--- config.mk ---
export PLATFORM = sky130hd
export DESIGN_NAME = mem_stage_flat
export DESIGN_NICKNAME = d
export VERILOG_FILES = /design/src/rtl/mem_pkg.sv /design/src/rtl/mem_stage_if.sv /design/src/rtl/load_store_align.sv /design/src/rtl/mem_stage.sv /design/src/flat_wrapper.sv
export SDC_FILE = /design/constraint.sdc
export NUM_CORES = 1
export LEC_CHECK = 0
export BUFFER_PORTS_ARGS = -buffer_cell sky130_fd_sc_hd__buf_2
export CORE_UTILIZATION = 53
export DETAILED_ROUTE_END_ITERATION = 10
export GPL_TIMING_DRIVEN = 0
export PLACE_DENSITY = 0.91
export SLEW_MARGIN = 20
export SYNTH_ARGS = -nofsm -noshare
export SYNTH_HDL_FRONTEND = slang
export SYNTH_SLANG_ARGS = --single-unit
--- constraint.sdc ---
create_clock -name clk -period 3.7 [get_ports clk]
set_input_delay 0.37 -clock clk [delete_from_list [all_inputs] [get_ports clk]]
set_output_delay 0.37 -clock clk [all_outputs]
set_load 0.01 [all_outputs]
--- src/rtl/mem_pkg.sv ---
// Shared types and helpers for the MEM pipeline stage.
//   funct3_e : load/store size and sign encoding taken from funct3
//   state_e  : memory-access controller states
//   is_misaligned() : alignment rule for an access size and address low bits
package mem_pkg;

  localparam int XLEN = 32;

  typedef enum logic [2:0] {
    F3_B  = 3'd0,
    F3_H  = 3'd1,
    F3_W  = 3'd2,
    F3_BU = 3'd4,
    F3_HU = 3'd5
  } funct3_e;

  typedef enum logic {
    ST_IDLE = 1'b0,
    ST_BUSY = 1'b1
  } state_e;

  // Address low bits that must be zero for each access size.
  localparam logic [1:0] HALF_ALIGN_MASK = 2'b01;
  localparam logic [1:0] WORD_ALIGN_MASK = 2'b11;

  function automatic logic is_misaligned(input logic [2:0] f3, input logic [1:0] addr_lo);
    case (f3)
      F3_H, F3_HU: return |(addr_lo & HALF_ALIGN_MASK);
      F3_W:        return |(addr_lo & WORD_ALIGN_MASK);
      default:     return 1'b0;
    endcase
  endfunction

endpackage

--- src/rtl/mem_stage_if.sv ---
// Data-memory request/response bus between the MEM stage and data memory.
//   req/we/addr/wdata/be : request side, driven by the MEM stage (master)
//   ack/rdata            : completion strobe and read word, driven by memory (slave)
interface mem_stage_if;
  import mem_pkg::*;

  logic            req;
  logic            we;
  logic [XLEN-1:0] addr;
  logic [XLEN-1:0] wdata;
  logic [3:0]      be;
  logic            ack;
  logic [XLEN-1:0] rdata;

  modport master (
    output req, we, addr, wdata, be,
    input  ack, rdata
  );

  modport slave (
    input  req, we, addr, wdata, be,
    output ack, rdata
  );

endinterface

--- src/rtl/load_store_align.sv ---
// Combinational byte-lane steering for the MEM stage.
//   st_funct3/st_addr_lo/st_data -> st_be/st_wdata : store enables and replicated data
//   ld_funct3/ld_addr_lo/ld_rdata -> ld_value      : extracted, sign/zero-extended load
module load_store_align
  import mem_pkg::*;
(
  input  logic [2:0]  st_funct3,
  input  logic [1:0]  st_addr_lo,
  input  logic [31:0] st_data,
  output logic [3:0]  st_be,
  output logic [31:0] st_wdata,
  input  logic [2:0]  ld_funct3,
  input  logic [1:0]  ld_addr_lo,
  input  logic [31:0] ld_rdata,
  output logic [31:0] ld_value
);

  logic [7:0]  ld_byte;
  logic [15:0] ld_half;

  // Store data is replicated across all lanes so the enables alone pick the target.
  always_comb begin
    st_be    = 4'b1111;
    st_wdata = st_data;
    case (st_funct3)
      F3_B, F3_BU: begin
        st_be    = 4'b0001 << st_addr_lo;
        st_wdata = {4{st_data[7:0]}};
      end
      F3_H, F3_HU: begin
        st_be    = st_addr_lo[1] ? 4'b1100 : 4'b0011;
        st_wdata = {2{st_data[15:0]}};
      end
      default: ;
    endcase
  end

  always_comb begin
    case (ld_addr_lo)
      2'd0:    ld_byte = ld_rdata[7:0];
      2'd1:    ld_byte = ld_rdata[15:8];
      2'd2:    ld_byte = ld_rdata[23:16];
      default: ld_byte = ld_rdata[31:24];
    endcase
    ld_half = ld_addr_lo[1] ? ld_rdata[31:16] : ld_rdata[15:0];

    case (ld_funct3)
      F3_B:    ld_value = {{24{ld_byte[7]}}, ld_byte};
      F3_BU:   ld_value = {24'b0, ld_byte};
      F3_H:    ld_value = {{16{ld_half[15]}}, ld_half};
      F3_HU:   ld_value = {16'b0, ld_half};
      default: ld_value = ld_rdata;
    endcase
  end

endmodule

--- src/rtl/mem_stage.sv ---
// MEM pipeline stage: issues loads/stores on the data-memory bus, stalls the
// pipeline until the access completes, and registers the MEM/WB result.
//   clk, rst_n          : clock, asynchronous active-low reset
//   ex_*                : EX/MEM pipeline entry (held stable while mem_stall)
//   mem_stall           : hold request to upstream stages
//   mem_forward_value   : EX-forwarding copy of ex_alu_result
//   dmem                : data-memory bus (master side)
//   wb_*                : registered MEM/WB outputs; wb_value doubles as WB forward value
//   wb_misaligned       : one-cycle flag for an aborted misaligned access
module mem_stage
  import mem_pkg::*;
(
  input  logic               clk,
  input  logic               rst_n,
  input  logic               ex_valid,
  input  logic               ex_mem_read,
  input  logic               ex_mem_write,
  input  logic [2:0]         ex_funct3,
  input  logic [31:0]        ex_alu_result,
  input  logic [31:0]        ex_store_data,
  input  logic               ex_reg_write,
  input  logic [4:0]         ex_rd,
  output logic               mem_stall,
  output logic [31:0]        mem_forward_value,
  mem_stage_if.master        dmem,
  output logic               wb_valid,
  output logic               wb_reg_write,
  output logic [4:0]         wb_rd,
  output logic [31:0]        wb_value,
  output logic               wb_misaligned
);

  state_e      state;
  logic [31:0] addr_q;
  logic [31:0] wdata_q;
  logic [3:0]  be_q;
  logic        we_q;
  logic [2:0]  funct3_q;
  logic [1:0]  addr_lo_q;
  logic        reg_write_q;
  logic [4:0]  rd_q;

  logic        mem_op;
  logic        misaligned_op;
  logic        start_access;
  logic [3:0]  st_be;
  logic [31:0] st_wdata;
  logic [31:0] ld_value;

  assign mem_forward_value = ex_alu_result;

  assign mem_op        = ex_valid && (ex_mem_read || ex_mem_write);
  assign misaligned_op = is_misaligned(ex_funct3, ex_alu_result[1:0]);
  assign start_access  = (state == ST_IDLE) && mem_op && !misaligned_op;

  // In BUSY the stall drops in the ack cycle so upstream advances on that edge.
  assign mem_stall = (state == ST_IDLE) ? start_access : !dmem.ack;

  assign dmem.req   = (state == ST_BUSY);
  assign dmem.we    = we_q;
  assign dmem.addr  = addr_q;
  assign dmem.wdata = wdata_q;
  assign dmem.be    = be_q;

  load_store_align u_align (
    .st_funct3  (ex_funct3),
    .st_addr_lo (ex_alu_result[1:0]),
    .st_data    (ex_store_data),
    .st_be      (st_be),
    .st_wdata   (st_wdata),
    .ld_funct3  (funct3_q),
    .ld_addr_lo (addr_lo_q),
    .ld_rdata   (dmem.rdata),
    .ld_value   (ld_value)
  );

  // ---- EX/MEM -> MEM/WB boundary ----
  always_ff @(posedge clk or negedge rst_n) begin
    if (!rst_n) begin
      state         <= ST_IDLE;
      addr_q        <= '0;
      wdata_q       <= '0;
      be_q          <= '0;
      we_q          <= 1'b0;
      funct3_q      <= '0;
      addr_lo_q     <= '0;
      reg_write_q   <= 1'b0;
      rd_q          <= '0;
      wb_valid      <= 1'b0;
      wb_reg_write  <= 1'b0;
      wb_rd         <= '0;
      wb_value      <= '0;
      wb_misaligned <= 1'b0;
    end else begin
      // Every edge that does not retire an instruction writes a bubble.
      wb_valid      <= 1'b0;
      wb_reg_write  <= 1'b0;
      wb_misaligned <= 1'b0;
      case (state)
        ST_IDLE: begin
          if (ex_valid) begin
            if (!mem_op) begin
              wb_valid     <= 1'b1;
              wb_reg_write <= ex_reg_write && (ex_rd != 5'd0);
              wb_rd        <= ex_rd;
              wb_value     <= ex_alu_result;
            end else if (misaligned_op) begin
              wb_valid      <= 1'b1;
              wb_rd         <= ex_rd;
              wb_value      <= ex_alu_result;
              wb_misaligned <= 1'b1;
            end else begin
              addr_q      <= {ex_alu_result[31:2], 2'b00};
              addr_lo_q   <= ex_alu_result[1:0];
              wdata_q     <= st_wdata;
              be_q        <= st_be;
              we_q        <= ex_mem_write;
              funct3_q    <= ex_funct3;
              reg_write_q <= ex_reg_write;
              rd_q        <= ex_rd;
              state       <= ST_BUSY;
            end
          end
        end
        ST_BUSY: begin
          if (dmem.ack) begin
            wb_valid     <= 1'b1;
            wb_reg_write <= reg_write_q && !we_q && (rd_q != 5'd0);
            wb_rd        <= rd_q;
            wb_value     <= we_q ? 32'h0 : ld_value;
            state        <= ST_IDLE;
          end
        end
        default: state <= ST_IDLE;
      endcase
    end
  end

endmodule

--- src/flat_wrapper.sv ---
// flat-port wrapper written by rule: the top's interface ports become plain ports
module mem_stage_flat import mem_pkg::*;
  (clk, rst_n, ex_valid, ex_mem_read, ex_mem_write, ex_funct3, ex_alu_result, ex_store_data, ex_reg_write, ex_rd, mem_stall, mem_forward_value, wb_valid, wb_reg_write, wb_rd, wb_value, wb_misaligned, dmem_req, dmem_we, dmem_addr, dmem_wdata, dmem_be, dmem_ack, dmem_rdata);
  mem_stage_if dmem_i ();
  input  logic clk;
  input  logic rst_n;
  input  logic ex_valid;
  input  logic ex_mem_read;
  input  logic ex_mem_write;
  input  logic [2:0] ex_funct3;
  input  logic [31:0] ex_alu_result;
  input  logic [31:0] ex_store_data;
  input  logic ex_reg_write;
  input  logic [4:0] ex_rd;
  output logic mem_stall;
  output logic [31:0] mem_forward_value;
  output logic wb_valid;
  output logic wb_reg_write;
  output logic [4:0] wb_rd;
  output logic [31:0] wb_value;
  output logic wb_misaligned;
  output wire logic [$bits(dmem_i.req)-1:0] dmem_req;
  output wire logic [$bits(dmem_i.we)-1:0] dmem_we;
  output wire logic [$bits(dmem_i.addr)-1:0] dmem_addr;
  output wire logic [$bits(dmem_i.wdata)-1:0] dmem_wdata;
  output wire logic [$bits(dmem_i.be)-1:0] dmem_be;
  input wire logic [$bits(dmem_i.ack)-1:0] dmem_ack;
  input wire logic [$bits(dmem_i.rdata)-1:0] dmem_rdata;
  assign dmem_req = dmem_i.req;
  assign dmem_we = dmem_i.we;
  assign dmem_addr = dmem_i.addr;
  assign dmem_wdata = dmem_i.wdata;
  assign dmem_be = dmem_i.be;
  assign dmem_i.ack = dmem_ack;
  assign dmem_i.rdata = dmem_rdata;
  mem_stage u_core (.clk(clk), .rst_n(rst_n), .ex_valid(ex_valid), .ex_mem_read(ex_mem_read), .ex_mem_write(ex_mem_write), .ex_funct3(ex_funct3), .ex_alu_result(ex_alu_result), .ex_store_data(ex_store_data), .ex_reg_write(ex_reg_write), .ex_rd(ex_rd), .mem_stall(mem_stall), .mem_forward_value(mem_forward_value), .dmem(dmem_i), .wb_valid(wb_valid), .wb_reg_write(wb_reg_write), .wb_rd(wb_rd), .wb_value(wb_value), .wb_misaligned(wb_misaligned));
endmodule
# == Word level (Yosys, flattened, before mapping) ==
# Index checks and enable logic that the tools add are counted.
# totals
reg_bits,119
wordCells,85
# op_classes
eq_ne,12
n_shift,1
n_mux,36
bitwise,2
reduce_logical,20
# op_table
operator,count
$mux 32,5
$pmux 32 s2,2
$pmux 32 s4,1
$pmux 8 s3,1
$mux 5,4
$mux 16,1
$mux 1,15
$eq 3x3->1 const B,4
$pmux 5 s2,1
$reduce_bool 5->1,2
$pmux 1 s2,4
$pmux 4 s2,1
$eq 3x1->1 const B,2
$logic_and 1x1->1,6
$logic_not 3->1,2
$reduce_or 2->1,3
$mux 4,1
$ne 2x2->1 const B,2
$reduce_and 4->1,1
$shl 1x2->4 const A,1
$eq 3x2->1 const B,1
$logic_not 1->1,3
$ne 3x3->1 const B,1
$reduce_and 3->1,1
5 further kinds,6

# == Depth between registers and ports, before layout ==
# depth
ltp_word,7
ltp_mapped,7
depth_no_buf,4

# == Cells and area by module ==
# A second synthesis with hierarchy kept.
# hier_totals
hier_cells,522
area_unflattened_um2,6468.7
# by_module_without_submodules
mod,instances,cells_each,area_per_inst_um2,seq_area_each_um2
mem_stage,1,353,5212.5,2977.9
load_store_align,1,169,1256.2,0.0

# == Worst setup path before layout ==
# OpenSTA, ideal clock, no wires.
# synth_timing
kind,input-to-output
start,input port ex_funct3[0]
end,output port mem_stall
t_arrival_ps,1461
required_time_ps,3330
setup_slack_ps,1869
stages,7
n_path_buf,3
cell_sequence,clkbuf_1 nand2b_4 o21a_1 and3_1 buf_4 buf_6 o21bai_1
# synth_via
elab_chain_len,6
elab_cells_between_ends,8
# synth_lines
element,line_no,rtl
start: declaration,flat_wrapper.sv:10,input logic [2:0] ex_funct3;
$eq 3x1->1 or $eq 3x3->1 (tied branches),mem_pkg.sv:27,case (f3)
$reduce_or 2->1,mem_pkg.sv:27,
$pmux 1 s2 (*),mem_pkg.sv:27,
$logic_not 1->1 (*),mem_stage.sv:54,assign start_access = (state == ST_IDLE) && mem_op && !misaligned_op;
$logic_and 1x1->1 (*),mem_stage.sv:54,
$mux 1 (*),mem_stage.sv:57,assign mem_stall = (state == ST_IDLE) ? start_access : !dmem.ack;
end: declaration,flat_wrapper.sv:15,output logic mem_stall;
# Every way passes the cells marked *; elsewhere a longest branch is shown, timed or not.

# == Final worst setup path ==
# layout_timing
start,"register u_core.state, in the netlist u_core.dmem.req"
end,output port mem_stall
# layout_via
elab_chain_len,4
# layout_lines
element,line_no,rtl
start: declaration,mem_stage.sv:33,state_e state;
start signal: assignment,mem_stage.sv:80,state <= ST_IDLE;
start signal: assignment,mem_stage.sv:121,state <= ST_BUSY;
start signal: assignment,mem_stage.sv:131,state <= ST_IDLE;
$not 1->1 (no line),n/a,
$logic_and 1x1->1 (2 in a row),mem_stage.sv:54,
$mux 1 (*),mem_stage.sv:57,
# Marks and branches as above.

==> metrics.txt <==
# TYPE chip_impl_metric gauge
chip_impl_info{name="status",value="finished, final reports clean"} 1
chip_impl_metric{name="grt_first_pass_wirelength",unit="µm"} 29600
chip_impl_metric{name="buffer_ports.inserted",unit=""} 250
chip_impl_metric{name="cts_hold_buf",unit=""} 1
chip_impl_metric{name="floorplan.initialDensity",unit=""} 0.545
chip_impl_metric{name="fin_nets",unit=""} 894
chip_impl_metric{name="cp.arrival",unit="ns"} 2.10
chip_impl_metric{name="netSwitchingPower",unit="mW"} 1.75
chip_impl_metric{name="multi_input_gate_area",unit="µm²"} 2750
chip_impl_metric{name="insertion_delay",unit="ns"} 0.41
chip_impl_metric{name="worst_pin_slew",unit="ns"} 0.813
chip_impl_info{name="synth_ff_type",value="sky130_fd_sc_hd__dfrtp_1"} 1
chip_impl_info{name="setup_repair_after_global_routing_missed_its_margin",value="no"} 1
chip_impl_metric{name="synth.distinct_cells",unit=""} 46
chip_impl_metric{name="via_count_of_the_first_global_routing_pass",unit=""} 5501
chip_impl_metric{name="final_hold_viol_count",unit=""} 0
chip_impl_info{name="yosys_top_cell_by_area",value="sky130_fd_sc_hd__dfrtp_1"} 1
chip_impl_metric{name="setup_viol",unit=""} 0
chip_impl_metric{name="insertedDiodeCount",unit=""} 0
chip_impl_metric{name="dpl_hpwl",unit="µm"} 14300
chip_impl_metric{name="cap_violations",unit=""} 0
chip_impl_metric{name="avgRoutedWirePerCell",unit="µm"} 19.9
chip_impl_metric{name="ir_drop",unit="mV"} 0.435
chip_impl_metric{name="route.detailed.drc",unit=""} 0
chip_impl_metric{name="synth-edff-count",unit=""} 0
chip_impl_metric{name="power_frac_seq",unit=""} 0.356
chip_impl_info{name="cp_cell_sequence",value="buf_2, nor2b_1, and3_1, buf_4, buf_6, o21bai_1, buf_2"} 1
chip_impl_metric{name="pwr_dens",unit="nW/µm²"} 656
chip_impl_info{name="timing.critical_path.slowest_stage_cell",value="sky130_fd_sc_hd__dfrtp_1"} 1
chip_impl_metric{name="grt_overflow",unit=""} 0
chip_impl_metric{name="cell_internal_pwr",unit="mW"} 3.73
chip_impl_metric{name="htreeDepth",unit=""} 4
chip_impl_info{name="post_synth_most_frequent_cells",value="sky130_fd_sc_hd__dfrtp_1 (119), sky130_fd_sc_hd__mux2_2 (117), sky130_fd_sc_hd__buf_4 (37), sky130_fd_sc_hd__a21oi_1 (29), sky130_fd_sc_hd__nand2_1 (28)"} 1
chip_impl_metric{name="grt_antenna_before_repair",unit=""} 1
chip_impl_info{name="worstSetupEndpointType",value="output pin"} 1
chip_impl_metric{name="power_leakage",unit="nW"} 4.09
chip_impl_metric{name="finalCriticalPeriod",unit="ns"} 2.47
chip_impl_metric{name="fin_util",unit=""} 0.728
chip_impl_metric{name="core",unit="µm²"} 11500
chip_impl_metric{name="finClkSkew",unit="ns"} 0.00802
chip_impl_metric{name="drt_iter0_markers",unit=""} 282
chip_impl_metric{name="placed_cells",unit=""} 906
chip_impl_metric{name="clockBufferDepth",unit=""} 2
chip_impl_metric{name="grt_overall_usage",unit=""} 0.312
chip_impl_metric{name="final_cell_count_no_fill",unit=""} 939
chip_impl_metric{name="relSlewSlack",unit=""} 0.456
chip_impl_metric{name="critical_path_peak_fanout",unit=""} 10
chip_impl_info{name="critPathTopFamily",value="buffers and inverters"} 1
chip_impl_info{name="synth_top_cells_by_area",value="sky130_fd_sc_hd__dfrtp_1 (48%), sky130_fd_sc_hd__mux2_2 (21%), sky130_fd_sc_hd__buf_4 (4.4%)"} 1
chip_impl_metric{name="timing.critical_path.required",unit="ns"} 3.33
chip_impl_metric{name="clock.fmax",unit="MHz"} 405
chip_impl_metric{name="detailroute.via_count",unit=""} 5348
chip_impl_metric{name="cts_buffers",unit=""} 17
chip_impl_metric{name="yosys_reg_bits",unit=""} 119
chip_impl_metric{name="detail_route.vias_per_cell",unit=""} 5.70
chip_impl_metric{name="async_flop_share",unit=""} 1.00
chip_impl_info{name="cts_root_buf",value="sky130_fd_sc_hd__clkbuf_16"} 1
chip_impl_metric{name="floorplan.die.height",unit="µm"} 111
chip_impl_metric{name="synth_seq_area_share",unit=""} 0.476
chip_impl_metric{name="total_buffers_and_inverters_traversed_by_the_critical_path",unit=""} 4
chip_impl_metric{name="timing.final.crit_share",unit=""} 0.668
chip_impl_metric{name="yosysWarnings",unit=""} 0
chip_impl_metric{name="setup_ws",unit="ns"} 1.23
chip_impl_metric{name="clock_input_transition_at_the_sequential_cells_of_the_worst_setup_and_hold_paths",unit="ns"} 0.06
chip_impl_metric{name="power.clock.fraction",unit=""} 0.311
chip_impl_metric{name="syn2layout_area_growth",unit="%"} 33.5
chip_impl_metric{name="cts_setup_buffers",unit=""} 0
chip_impl_metric{name="antenna_violating_nets_post_route",unit=""} 0
chip_impl_metric{name="finalWeightedCongestion",unit=""} 0.869
chip_impl_metric{name="flip_flop_and_latch_area",unit="µm²"} 2980
chip_impl_info{name="cts_tree",value="done"} 1
chip_impl_metric{name="share_of_power_burned_in_combinational_logic",unit=""} 0.333
chip_impl_metric{name="dr_pass1_iterations",unit=""} 7
chip_impl_info{name="synthMostInstantiatedCell",value="sky130_fd_sc_hd__dfrtp_1"} 1
chip_impl_info{name="timing.critical_path.mode_cell",value="sky130_fd_sc_hd__buf_2"} 1
chip_impl_metric{name="floorplan.rows",unit=""} 39
chip_impl_metric{name="die_x",unit="µm"} 111
chip_impl_metric{name="synthesis.area",unit="µm²"} 6250
chip_impl_metric{name="final_layout_size_suffix_gt1_frac",unit=""} 0.583
chip_impl_metric{name="pre_cts_slack",unit="ns"} 1.49
chip_impl_metric{name="slowest_delay",unit="ns"} 0.39
chip_impl_metric{name="final.setup.tns",unit="ns"} 0
chip_impl_metric{name="maxSlewViolCount",unit=""} 0
chip_impl_metric{name="fillers",unit=""} 800
chip_impl_info{name="worstSetupPathType",value="register to output pin"} 1
chip_impl_metric{name="ports",unit=""} 254
chip_impl_metric{name="syn_area_per_cell",unit="µm²"} 12.2
chip_impl_metric{name="dieArea",unit="µm²"} 12200
chip_impl_info{name="critPathLaunchType",value="register"} 1
chip_impl_metric{name="clock-sinks",unit=""} 119
chip_impl_metric{name="whs",unit="ns"} 0.199
chip_impl_metric{name="grt_max_degree",unit=""} 84
chip_impl_metric{name="synth_cells",unit=""} 511
chip_impl_metric{name="cts_repair_resize_count",unit=""} 0
chip_impl_metric{name="post-synth-top-area-fraction",unit=""} 0.476
chip_impl_metric{name="drt-total-wl",unit="µm"} 18700
chip_impl_info{name="min_path_type",value="input pin to register"} 1
chip_impl_metric{name="power_switching_share",unit=""} 0.319
## final cells by class
| type | instances | area share |
|---|---|---|
| flip-flops and latches | 119 | 0.357 |
| multi-input cells | 311 | 0.330 |
| repair buffers | 252 | 0.155 |
| clock buffers | 23 | 0.0597 |
| plain buffers | 68 | 0.0567 |
| well taps | 143 | 0.0214 |
| clock inverters | 9 | 0.0144 |
| inverters | 14 | 0.00630 |
## worst reg2reg max path, delay by kind of cell (launching register included)
family	cells	cell delay, ns
compound gates	1	0.38
buf+inv	2	0.54
flops	1	0.39
mux	1	0.37
simple gates	1	0.26
## logic make-up (layout without fill, tap and decap cells)
logic type | Yosys count | count (layout) | synth area share
simple gates | 57 | 57 | 0.0458
mux | 147 | 147 | 0.264
other cells | 1 | 2 | 0.000600
buf+inv | 82 | 366 | 0.0841
compound gates | 105 | 105 | 0.129
flops | 119 | 119 | 0.476
## placed cells by master, fill, tap and decap left out, drive strengths merged, types with 2 or more instances in the layout
master	count
o21bai	6
nand2	28
o21ai	10
clkinv	6
mux2i	11
conb	2
or4	2
a211o	7
nand2b	9
o311ai	6
buf	308
clkbuf	34
bufinv	3
mux2	135
inv	14
or2	2
dfrtp	119
a221oi	7
nor2	7
nor2b	2
or3b	2
o2bb2ai	22
o221ai	2
o32ai	6
a21oi	30
## layer usage
layer,global-route usage,wire [µm]
met3,0.0719,1240
met2,0.536,9540
met1,0.367,7160
met5,0,14
met4,0.154,720
## metrics by stage
stage	total power, mW	area (µm²)
global placement	3.68	7680
floorplan	2.99	6250
global route	5.72	8350
CTS	5.49	8350
detailed placement	3.77	7720
finish	5.48	8350
## sequential cells by signal, indices dropped and copies added (netlist names), 2 cells and up
register,flops
u_core.dmem.wdata,32
u_core.dmem.addr,30
u_core.wb_value,32
u_core.rd_q,5
u_core.addr_lo_q,2
u_core.wb_rd,5
u_core.funct3_q,3
u_core.dmem.be,4
## path summary, 6_finish.rpt
| kind | start | end | slack (ns) | cells after the start |
|---|---|---|---|---|
| worst max register to register | u_core.dmem.req | u_core.wb_value[31] | 1.64 | 5 |
| worst min register to register | u_core.dmem.addr[20] | u_core.dmem.addr[20] | 0.48 | 1 |
| worst max-delay path | u_core.dmem.req | mem_stall | 1.23 | 7 |
| max in group asynchronous | rst_n | u_core.wb_value[1] | 2.52 | 3 |
| worst min-delay path | ex_funct3[2] | u_core.funct3_q[2] | 0.20 | 2 |
| min in group asynchronous | rst_n | u_core.dmem.addr[12] | 0.44 | 2 |
## power by group through the flow
stage / combinational (mW) / clock, mW / sequential (mW)
after detailed placement: 1.82 / 0 / 1.96
after floorplan: 0.874 / 0 / 2.12
after CTS: 1.83 / 1.72 / 1.94
after global placement: 1.75 / 0 / 1.93
after global routing: 1.96 / 1.77 / 1.99
final: 1.82 / 1.70 / 1.95
(Power assumes the default switching activity.)
